## src/rtl/ledctrl_pkg.sv

```systemverilog
// Shared encodings for the TM1638 LED-bar sequencer: pattern modes, controller
// states and the per-mode seed values.
package ledctrl_pkg;

  typedef enum logic [1:0] {
    MODE_FILL   = 2'd0,
    MODE_UNFILL = 2'd1,
    MODE_CHASE  = 2'd2,
    MODE_BLINK  = 2'd3
  } mode_e;

  typedef enum logic [1:0] {
    ST_IDLE  = 2'd0,
    ST_RUN   = 2'd1,
    ST_PAUSE = 2'd2
  } state_e;

  localparam logic [7:0] SEED_FILL   = 8'h00;
  localparam logic [7:0] SEED_UNFILL = 8'hFF;
  localparam logic [7:0] SEED_CHASE  = 8'h01;
  localparam logic [7:0] SEED_BLINK  = 8'h00;

  function automatic logic [7:0] seed_of(input mode_e m);
    case (m)
      MODE_FILL:   seed_of = SEED_FILL;
      MODE_UNFILL: seed_of = SEED_UNFILL;
      MODE_CHASE:  seed_of = SEED_CHASE;
      default:     seed_of = SEED_BLINK;
    endcase
  endfunction

endpackage

```

## src/rtl/led_tick_gen.sv

```systemverilog
// Step prescaler: counts 0..TICK_DIV-1 while enabled and flags the terminal
// count; clr forces the count back to zero and takes priority over en.
module led_tick_gen #(
  parameter int TICK_DIV = 25000000,
  parameter int CNT_W    = 25
) (
  input  logic clk,
  input  logic rs,
  input  logic clr_i,
  input  logic en_i,
  output logic tick_o
);

  localparam logic [CNT_W-1:0] CNT_MAX = CNT_W'(TICK_DIV - 1);

  logic [CNT_W-1:0] cnt_q;
  logic [CNT_W-1:0] cnt_d;
  logic             at_max;

  assign at_max = (cnt_q == CNT_MAX);
  assign tick_o = en_i && at_max;

  always_comb begin
    cnt_d = cnt_q;
    if (clr_i) begin
      cnt_d = '0;
    end else if (en_i) begin
      cnt_d = at_max ? '0 : cnt_q + 1'b1;
    end
  end

  always_ff @(posedge clk) begin
    if (!rs) begin
      cnt_q <= '0;
    end else begin
      cnt_q <= cnt_d;
    end
  end

endmodule

```

## src/rtl/led_pattern_ctrl.sv

```systemverilog
// TM1638 8-LED bar sequencer with run/pause/stop control and four step patterns.
// Define LEDCTRL_BOUNCE_EN to make CHASE ping-pong instead of rotating left.
module led_pattern_ctrl
  import ledctrl_pkg::*;
#(
  parameter int TICK_DIV = 25000000,
  parameter int CNT_W    = 25
) (
  input  logic       clk,
  input  logic       rs,
  input  logic       start,
  input  logic       stop,
  input  logic [1:0] mode_sel,
  input  logic       mode_load,
  output logic [7:0] led,
  output logic       busy,
  output logic       step,
  output logic       wrap
);

  state_e     state_q, state_d;
  mode_e      mode_q, mode_d, ld_mode;
  logic [7:0] led_q, led_d, nxt;
  logic       dir_q, dir_d, nxt_dir;
  logic       busy_q, step_q, step_d, wrap_q, wrap_d;
  logic       tick, tick_en, tick_clr;

  // Prescaler only advances in RUN when nothing else claims this edge.
  assign tick_en  = (state_q == ST_RUN) && !stop && !mode_load;
  assign tick_clr = (state_q == ST_IDLE) || mode_load || ((state_q == ST_PAUSE) && stop);
  assign ld_mode  = mode_load ? mode_e'(mode_sel) : mode_q;

  led_tick_gen #(
    .TICK_DIV(TICK_DIV),
    .CNT_W   (CNT_W)
  ) u_tick (
    .clk   (clk),
    .rs    (rs),
    .clr_i (tick_clr),
    .en_i  (tick_en),
    .tick_o(tick)
  );

  always_comb begin
    nxt     = led_q;
    nxt_dir = dir_q;
    case (mode_q)
      MODE_FILL:   nxt = (led_q == 8'hFF) ? 8'h00 : {led_q[6:0], 1'b1};
      MODE_UNFILL: nxt = (led_q == 8'h00) ? 8'hFF : {led_q[6:0], 1'b0};
      MODE_CHASE: begin
`ifdef LEDCTRL_BOUNCE_EN
        // dir_q=0 moves left; the bit flips on arrival at either end.
        if (!dir_q) begin
          nxt     = {led_q[6:0], 1'b0};
          nxt_dir = (nxt == 8'h80);
        end else begin
          nxt     = {1'b0, led_q[7:1]};
          nxt_dir = (nxt != 8'h01);
        end
`else
        nxt = {led_q[6:0], led_q[7]};
`endif
      end
      default:     nxt = ~led_q;
    endcase
  end

  always_comb begin
    state_d = state_q;
    mode_d  = ld_mode;
    led_d   = led_q;
    dir_d   = dir_q;
    step_d  = 1'b0;
    wrap_d  = 1'b0;
    case (state_q)
      ST_IDLE: begin
        led_d = 8'h00;
        dir_d = 1'b0;
        if (start && !stop) begin
          state_d = ST_RUN;
          led_d   = seed_of(ld_mode);
        end
      end
      ST_RUN: begin
        if (stop) state_d = ST_PAUSE;
        if (mode_load) begin
          led_d = seed_of(ld_mode);
          dir_d = 1'b0;
        end else if (tick) begin
          led_d  = nxt;
          dir_d  = nxt_dir;
          step_d = 1'b1;
          wrap_d = (nxt == seed_of(mode_q));
        end
      end
      ST_PAUSE: begin
        if (stop) begin
          state_d = ST_IDLE;
          led_d   = 8'h00;
          dir_d   = 1'b0;
        end else begin
          if (start) state_d = ST_RUN;
          if (mode_load) begin
            led_d = seed_of(ld_mode);
            dir_d = 1'b0;
          end
        end
      end
      default: begin
        state_d = ST_IDLE;
        led_d   = 8'h00;
        dir_d   = 1'b0;
      end
    endcase
  end

  always_ff @(posedge clk) begin
    if (!rs) begin
      state_q <= ST_IDLE;
      mode_q  <= MODE_FILL;
      led_q   <= 8'h00;
      dir_q   <= 1'b0;
      busy_q  <= 1'b0;
      step_q  <= 1'b0;
      wrap_q  <= 1'b0;
    end else begin
      state_q <= state_d;
      mode_q  <= mode_d;
      led_q   <= led_d;
      dir_q   <= dir_d;
      busy_q  <= (state_d != ST_IDLE);
      step_q  <= step_d;
      wrap_q  <= wrap_d;
    end
  end

  assign led  = led_q;
  assign busy = busy_q;
  assign step = step_q;
  assign wrap = wrap_q;

endmodule

```

## config.mk

```make
export PLATFORM = sky130hd
export DESIGN_NAME = led_pattern_ctrl
export DESIGN_NICKNAME = d
export VERILOG_FILES = /design/src/rtl/ledctrl_pkg.sv /design/src/rtl/led_tick_gen.sv /design/src/rtl/led_pattern_ctrl.sv
export SDC_FILE = /design/constraint.sdc
export NUM_CORES = 1
export LEC_CHECK = 0
export ABC_AREA = 1
export CAP_MARGIN = 30
export CORE_MARGIN = 1
export CORE_UTILIZATION = 53
export CTS_CLUSTER_SIZE = 28
export DETAILED_ROUTE_END_ITERATION = 6
export PLACE_DENSITY = 0.82
export SLEW_MARGIN = 20
export SYNTH_ARGS = -nofsm -noshare
export SYNTH_HDL_FRONTEND = slang
export SYNTH_SLANG_ARGS = --single-unit
```

## constraint.sdc

```tcl
create_clock -name clk -period 1.6 [get_ports clk]
set_clock_uncertainty 0.05 [all_clocks]
set_input_delay 0.4 -clock clk [delete_from_list [all_inputs] [get_ports clk]]
set_output_delay 0.4 -clock clk [all_outputs]
set_load 0.02 [all_outputs]
```

==> metrics.yaml <==
outcome:
  outcome: "finished with violations"
  failed_checks: "setup timing"
clocking:
  clockBufferDepth: 2
  cts_htree_levels: 2
  tritoncts.num_buffers: 5
  cts_root_buf: "sky130_fd_sc_hd__clkbuf_8"
  tritoncts: "done"
  cts.sinks: 40
  clk-insertion-delay-late_ns: 0.31
  cts.reportedPaths.clkPinSlew_ns: 0.09
drt:
  drt.antenna.violating_nets: 0
  route.final.wire_length_mm: 10.2
  post_detailed_route_drc_marker_count: 0
  num_vias: 3344
  first_iter_violations: 387
  viasPerCell: 6.14
  dr.pass1.iters: 5
  post_drt_wl_per_cell_microns: 18.7
synthesis:
  yosys.cell_count.top_type: "sky130_fd_sc_hd__nand2_1"
  post_syn_area_sq_um: 2580
  synth-edff-count: 0
  netlist.area_leader.share: 0.310
  synthTopCellsByCount: "sky130_fd_sc_hd__nand2_1 (117), sky130_fd_sc_hd__nor2_1 (52), sky130_fd_sc_hd__dfxtp_1 (40), sky130_fd_sc_hd__inv_1 (39), sky130_fd_sc_hd__a21oi_1 (25)"
  synth.yosys.seq_area_share: 0.310
  post_synth_num_cell_types: 42
  yosys_register_bits: 40
  yosys_top_cell_by_area: "sky130_fd_sc_hd__dfxtp_1"
  synth_async_sr_flop_share: 0
  yosys_warns: 0
  synth_cells: 393
  avgSynthCellArea_sq_um: 6.57
  synth_flop_cell: "sky130_fd_sc_hd__dfxtp_1"
  syn_nets: 406
  post_synth_main_area_contributors: "sky130_fd_sc_hd__dfxtp_1 (31%), sky130_fd_sc_hd__nand2_1 (17%), sky130_fd_sc_hd__nor2_1 (7.6%)"
global_route:
  first_global_vias: 2963
  gr-usage-met2: 0.584
  globalRouteOverflowTotal: 0
  grt-busiest-layer: "met2"
  grt.total_usage: 0.323
  grt_pass1_wl_mm: 13.1
  met1_usage: 0.366
  use_met3: 0.0661
  grt_max_degree: 14
  antenna_violations_before_repair: 0
worst_setup_path:
  ff2ff_setup_slack_ns: -0.20
  slowest_delay_ns: 0.32
  worst_path_max_delay_cell: "sky130_fd_sc_hd__ha_1"
  worst-endpoint-arrival_ns: 2.01
  kind_of_cell_with_the_highest_combined_delay_on_the_critical_path: "buffers and inverters"
  worst_r2r_startpoint: "u_tick.cnt_q[0]$_SDFFE_PP0P_"
  data_required_time_of_the_worst_path_ns: 1.79
  crit_fanout: 5
  worst_setup_path_start_kind: "input port"
  crit_chain: "clkdlybuf4s15_1, inv_2, buf_4, buf_4, nand2_1, nand2_1, ha_1, o22ai_2, nand2_4, a21oi_2"
  setup.worst_path.start: "mode_load"
  worstSetupEndpointType: "flip-flop"
  critical_path_class: "input port to flip-flop"
  critical_path.n_buffers_inverters: 4
power_and_ir_drop:
  total_power_mw: 2.23
  pwr_density_cell_nw_per_um2: 581
  vdd_drop_max_v: 0.00104
  power.static_leakage_nw: 1.71
sta:
  hold_viol: 0
  finalCriticalPeriod_ns: 1.82
  grt_setup_unrepaired: "true"
  setup_viol: 27
  relSlewSlack: 0.738
  finalCritPeriodShare: 1.14
  layout_setup_ws_ns: -0.219
  finalMaxSlewViolations: 0
  post_route_setup_tns_ns: -2.34
  timing.fmax_ghz: 0.550
  worstMarginPinSlew_ns: 0.390
hold_path:
  hold_start: "u_tick.cnt_q[12]$_SDFFE_PP0P_"
  worstHoldPathType: "flip-flop to flip-flop"
finish:
  drive_above_1_share: 0.413
  fin_nets: 503
  diodes: 0
  layout.filler_cells: 261
  area.growth.synth_to_final_pct: 48.9
die:
  initial_utilization: 0.550
  core_box_area_sq_um: 4690
  fp.dieW_microns: 71.8
  dieArea_sq_um: 5160
  fp.dieH_microns: 71.8
  num_rows: 25
  io-pin-count: 18
job:
  max-cap-violations: 0
placement:
  placement.io_buffers: 17
  placement.setup.worst_slack_ns: -0.580
  place_hpwl_mm: 5.29
  gp_routability_congestion: 0.930
## per-stage QoR
stage	instance area, sq um	std cells	hold slack, ns	util
after detailed placement	3220	517	0.420	0.687
after global placement	3220	517	0.410	0.687
after CTS	3550	538	0.450	0.757
after global routing	3850	545	0.465	0.820
after floorplan	2580	393	0.398	-
final	3850	545	0.449	0.820
## final timing paths
path	end	cells after the start
max	led[0]$_SDFFE_PN0P_	10
min	u_tick.cnt_q[12]$_SDFFE_PP0P_	2
max reg2reg	led[1]$_SDFFE_PN0P_	12
min reg2reg	u_tick.cnt_q[12]$_SDFFE_PP0P_	2
## per-layer routing
layer  share of wire  routed length, microns  vias to the layer above
li1                -                       -                     1474
met2            0.49                    4970                      243
met5               0                       0                        -
met4           0.063                     646                        0
met3           0.086                     880                       81
met1            0.36                    3700                     1546
## flip-flops by register name, summed over array words and instances, names as in the netlist
name	count
wrap	1
busy	1
u_tick.cnt_q	25
step	1
state_q	2
led	8
mode_q	2
## worst min-delay path: cells and delay by family (launching register included)
kind	cells	cell delay [ns]
flops	1	0.32
compound gates	1	0.07
buf+inv	1	0.08
## cell families after synthesis
logic type,Yosys count,synth area share
simple gates,241,0.455
buf+inv,55,0.0916
compound gates,47,0.101
flops,40,0.310
fa+ha+maj,6,0.0291
xor+xnor,4,0.0136
## area by class of cell
| type | instances | area (sq um) | area share |
|---|---|---|---|
| clock buffers | 5 | 68.8 | 0.0179 |
| clock inverters | 3 | 42.5 | 0.0111 |
| inverters | 48 | 195 | 0.0507 |
| multi-input cells | 298 | 1870 | 0.485 |
| flip-flops and latches | 40 | 821 | 0.213 |
| well taps | 54 | 67.6 | 0.0176 |
| repair buffers | 97 | 785 | 0.204 |
## report_power, final
group          leakage [nW]  switching [mW]  internal (mW)
clock network        0.0541           0.387          0.462
logic                  1.33           0.211          0.148
registers             0.330          0.0174           1.01
total                  1.71           0.616           1.62
## what timing repair did
| action | in CTS | in global routing |
|---|---|---|
| setup buffers | 12 | 7 |
| hold buffers | 0 | 0 |
| pin swaps | 21 | 34 |
| gates cloned | 1 | 0 |
| endpoints found under the setup margin | 44 | 35 |
| gates resized for setup | 61 | 69 |
## cell usage in the layout, fill, tap and decap left out, types with 4 or more instances in the layout
cell type | Yosys | routed
sky130_fd_sc_hd__nand2_2 | 3 | 20
sky130_fd_sc_hd__buf_4 | 3 | 73
sky130_fd_sc_hd__nand3_2 | 1 | 7
sky130_fd_sc_hd__o21ai_0 | 11 | 9
sky130_fd_sc_hd__nor3_2 | 2 | 7
sky130_fd_sc_hd__nand3_1 | 24 | 18
sky130_fd_sc_hd__dlygate4sd2_1 | 0 | 11
sky130_fd_sc_hd__a21oi_1 | 25 | 20
sky130_fd_sc_hd__nor3_1 | 11 | 6
sky130_fd_sc_hd__buf_6 | 1 | 7
sky130_fd_sc_hd__clkbuf_8 | 0 | 5
sky130_fd_sc_hd__a21oi_2 | 0 | 4
sky130_fd_sc_hd__nor2_1 | 52 | 43
sky130_fd_sc_hd__nor2_2 | 1 | 7
sky130_fd_sc_hd__inv_2 | 6 | 12
sky130_fd_sc_hd__clkdlybuf4s50_1 | 0 | 4
sky130_fd_sc_hd__dfxtp_1 | 40 | 26
sky130_fd_sc_hd__inv_1 | 39 | 31
sky130_fd_sc_hd__nor2_4 | 1 | 4
sky130_fd_sc_hd__inv_4 | 2 | 4
sky130_fd_sc_hd__dfxtp_2 | 0 | 13
sky130_fd_sc_hd__nand2_4 | 5 | 8
sky130_fd_sc_hd__nand4_1 | 9 | 9
sky130_fd_sc_hd__nand2_1 | 117 | 94
Power figures use the tool's default switching activity.
==> patch 1, RTL diff (same settings) <==
Add a define of `LEDCTRL_BOUNCE_EN`.
--- a/src/rtl/led_pattern_ctrl.sv
+++ b/src/rtl/led_pattern_ctrl.sv
@@ -1,4 +1,6 @@
 // TM1638 8-LED bar sequencer with run/pause/stop control and four step patterns.
 // Define LEDCTRL_BOUNCE_EN to make CHASE ping-pong instead of rotating left.
+`define LEDCTRL_BOUNCE_EN
+
 module led_pattern_ctrl
   import ledctrl_pkg::*;
Behaviour: same outputs for any inputs over 10 cycles, from zero or initial values; that may be too few to reach the edited logic, so the function may still have changed.
==> patch 1 against the original RTL <==
The run still ends with negative setup slack left. Wire length is 8.6% lower. Final area is 0.46% lower. Total power up 2.4%. Sequential cell count up 1. Synthesized area is 4.1% lower. Worst setup slack got worse by 16 ps. Largest cell class unchanged.
==> patch 1: results (changes against the original RTL) <==
OUTCOME='finished, violations left'
VIOLATIONS='negative setup slack'
DP_WORST_SETUP_SLACK_PS=-562.7  # +17.65 ps
SYN_NETS=404  # -0.49%
ROUTABILITYCONGESTION=0.9404  # +1.1%
ANT_DIODES=0  # unchanged
POWER.IR.VDD_WORST_uV=554.3  # -46%
GRT_PASS1_WL_UM=12650  # -3.4%
NETLIST_TOP_CELLS_AREA='sky130_fd_sc_hd__dfxtp_1, sky130_fd_sc_hd__nand2_1, sky130_fd_sc_hd__nor2_1, sky130_fd_sc_hd__inv_1, sky130_fd_sc_hd__a21oi_1'
CTS.ROOT.BUFFER_CELL='sky130_fd_sc_hd__clkbuf_8'
DRIVE_ABOVE_1_SHARE=0.3810  # -0.03239
WORST_SETUP_PATH_ENDPOINT='u_tick.cnt_q[22]'
WORSTPATHMAXFANOUT=4  # -1
DETAIL_ROUTE.ITER0.VIOLATIONS=260  # -33%
VIA_COUNT_OF_THE_FIRST_GLOBAL_ROUTING_PASS=2897  # -2.2%
RR_WORST_DEPTH=11  # -1
CRIT_START='u_tick.cnt_q[0]'
ROUTE.VIAS.TOTAL=3185  # -4.8%
PLACE_AREA_UM2=3206  # -0.58%
NNETSFINAL=508  # +0.99%
MIN-DELAY-START='u_tick.cnt_q[14]'
FINAL-SETUP-VIOL-COUNT=34  # +26%
FIN_WS_PS=-234.8  # -16.22 ps
REGMOSTFLOPS='u_tick.cnt_q'
ROUTED_WIRE_LENGTH_PER_INSTANCE_UM=17.00  # -9.1%
GRT_ANTENNA_BEFORE_REPAIR=0  # unchanged
HTREE_LEVELS=2  # unchanged
WORST_SLEW_PIN_SLEW_PS=404.7  # +14.98 ps
NUMBER_OF_DISTINCT_LIBRARY_CELLS_AFTER_SYNTHESIS=39  # -7.1%
GRT_START_MAX_NET_PINS=14  # unchanged
P_LEAK_nW=1.720  # +0.49%
SYNTH.TOP_CELLS.BY_COUNT='sky130_fd_sc_hd__nand2_1, sky130_fd_sc_hd__nor2_1, sky130_fd_sc_hd__inv_1'
MAX_STAGE_DELAY_PS=370  # +50 ps
HOLD_SLACK_PS=441.2  # -7.279 ps
GRT_UTIL_ALL_LAYERS=0.3190  # -0.004181
SEQ_POWER_mW=1.05
WORST_PATH_DOMINANT_CELL_FAMILY='simple AND/OR/NAND/NOR gates'
DP_HPWL_UM=5126  # -3.1%
MIN_DELAY_PATH_DEPTH=2  # unchanged
HOLD_PATH_END='u_tick.cnt_q[14]'
SYNTH-SEQ-AREA-SHARE=0.3315  # +0.02140
INTERNAL_POWER_mW=1.695  # +4.7%
FINAL.FILL_COUNT=218  # -16%
CLOCK_POWER_uW=884  # +4.1%
CP_SLOWEST_CELL='sky130_fd_sc_hd__dfxtp_4'
patch 1: cell count changes in the layout (fill, tap and decap cells not counted), moves of 5 or more:
cell / change
sky130_fd_sc_hd__inv_1: +16
sky130_fd_sc_hd__nand2_2: -6
sky130_fd_sc_hd__nand3_2: -5
sky130_fd_sc_hd__inv_2: -6
sky130_fd_sc_hd__dfxtp_1: +5
sky130_fd_sc_hd__dfxtp_2: -6
sky130_fd_sc_hd__a21oi_2: +7
sky130_fd_sc_hd__nand3_1: -10
sky130_fd_sc_hd__nor3_2: -5
sky130_fd_sc_hd__o21ai_1: +6
patch 1: cells by family after synthesis:
family,count (synthesis),share of synthesized area
AOI/OAI and AO/OA,67,0.1592
xor gates and xnor gates,3,0.01061
adders and majority gates,6,0.03032
buffers and inverters,61,0.09399
DFF,41,0.3315
and+or+nand+nor,213,0.3744
patch 1: repair_timing:
action,CTS,global route
endpoints found under the setup margin,43,31
resized for setup,69,69
setup buffers,8,12
pin swaps,18,28
patch 1: cell type report:
class | count | area share
clock buffer | 7 | 0.02255
clock inverter | 1 | 0.007843
inverter | 58 | 0.06078
multi-input combinational | 289 | 0.4578
sequential | 41 | 0.2196
tap | 52 | 0.01699
timing repair buffer | 100 | 0.2144
patch 1: metrics by stage:
step / TNS, ps / instances / power (mW) / util
after floorplan: -8.111 / 391 / 1.225 / -
after global placement: -13630 / 520 / 1.341 / 0.7262
after detailed placement: -15010 / 520 / 1.350 / 0.7262
after CTS: -1028 / 536 / 2.217 / 0.8002
after global routing: -6783 / 548 / 2.352 / 0.8673
final: -4223 / 548 / 2.288 / 0.8673
patch 1: layer usage:
metal	part of all wire	global-route usage
met4	0.062	0.1533
met3	0.074	0.04618
met1	0.36	0.3609
met5	0	0
met2	0.50	0.5788
==> patch 2, RTL diff (same settings) <==
Without the edit above. Compare `cnt_q` against `CNT_MAX` with >= in place of ==.
--- a/src/rtl/led_tick_gen.sv
+++ b/src/rtl/led_tick_gen.sv
@@ -18,5 +18,5 @@
   logic             at_max;
 
-  assign at_max = (cnt_q == CNT_MAX);
+  assign at_max = (cnt_q >= CNT_MAX);
   assign tick_o = en_i && at_max;
 
Check against the original RTL: same outputs for any inputs over 10 cycles, from zero or initial values; that may be too few to reach the edited logic, so the function may still have changed.
==> patch 2 against the original RTL <==
The run ends with design-rule violations, negative setup slack left. Wire length increased by 25%. Sequential cell count unchanged. Final area increased by 4.4%. Fmax decreased by 14%. Non-clock buffer count increased by 26. Register-to-register slack got worse by 310 ps. First-iteration DRC count increased by 98%. Synthesized area decreased by 4.3%. Worst setup slack got worse by 290 ps. Total power decreased by 0.29%. Synthesized cell count increased by 0.51%. Critical path depth increased by 2. Global-route usage increased by 12 points. Highest routed layer unchanged.
==> patch 2: results (changes against the original RTL) <==
AREA_SHARE_CLOCK_BUF_INV=0.02399  # -0.004965
GRT_START_MAX_NET_PINS=15  # +1
GRT_UTIL_ALL_LAYERS=0.4470  # +0.1238
CP_DATA_ARRIVAL_TIME_PS=2290  # +280 ps
SYNTHDOMINANTCELLAREASHARE=0.3241  # +0.01397
SYN_NETS=408  # +0.49%
STDCELL_COUNT=571  # +4.8%
GRT_UTIL_MET3=0.1429  # +0.07675
POWER.IR.VDD_WORST_uV=571.3  # -45%
HOLD_SLACK_PS=473.5  # +25.01 ps
WIRELENGTH_MET1_UM=4249  # +15%
FIN_WS_PS=-508.2  # -289.6 ps
NETLIST_TOP_CELLS_AREA='sky130_fd_sc_hd__dfxtp_1, sky130_fd_sc_hd__nand2_1, sky130_fd_sc_hd__nor2_1, sky130_fd_sc_hd__inv_1, sky130_fd_sc_hd__nand3_1'
R2R_START='u_tick.cnt_q[14]'
DP_WORST_SETUP_SLACK_PS=-650.2  # -69.88 ps
SETUP_TNS_PS=-11950  # -9617 ps
VIA_COUNT_OF_THE_FIRST_GLOBAL_ROUTING_PASS=3466  # +17%
LAYOUT_CLOCK_BUFFERS=7  # +2
FINAL-SETUP-VIOL-COUNT=37  # +37%
N_ALL_INVERTERS=43  # -10%
REMAINING_DRC_ERRORS=9  # +9
VIOLATIONS='design-rule violations, negative setup slack'
ROUTABILITYCONGESTION=0.9091  # -2.2%
MAX_STAGE_DELAY_PS=410  # +90 ps
DIE_AREA_UM2=4939  # -4.2%
NNETSFINAL=532  # +5.8%
DP_HPWL_UM=5361  # +1.3%
SYNTH_AREA_PER_CELL_UM2=6.256  # -4.8%
MET3_WIRELENGTH_UM=1693  # +92%
OUTCOME='finished, violations left'
PLACE_AREA_UM2=3282  # +1.8%
LAYOUT.NONCLK_BUF_FRAC=0.2486  # +0.04463
WORST_SLEW_PIN_SLEW_PS=353.4  # -36.29 ps
NMULTIINPUTCOMBCELLS=306  # +2.7%
[patch 2: what timing repair did]
item / CTS / global route
cloned: 1 / 0
endpoints found under the setup margin: 45 / 39
gates resized for setup: 80 / 63
pin swaps: 22 / 33
setup buffers: 18 / 10
[patch 2: worst max path at each step]
stage	from	end	slack [ps]	cells after the start
3_3_place_gp	mode_load	u_tick.cnt_q[22]	-570	13
4_1_cts	u_tick.cnt_q[1]	u_tick.cnt_q[22]	-160	14
5_1_grt	u_tick.cnt_q[21]	led[1]	-680	12
6_report	u_tick.cnt_q[14]	led[3]	-510	12
3_5_place_dp	mode_load	led[7]	-650	9
2_1_floorplan	mode_load	led[0]	-50	11
[patch 2: power groups by stage]
stage          combinational [mW]  clock [mW]  sequential, mW
2_1_floorplan               0.153           0            1.05
3_3_place_gp                0.274           0            1.04
3_5_place_dp                0.282           0            1.05
4_1_cts                     0.308       0.751            1.02
5_1_grt                     0.418       0.844            1.02
6_report                    0.400       0.804            1.02
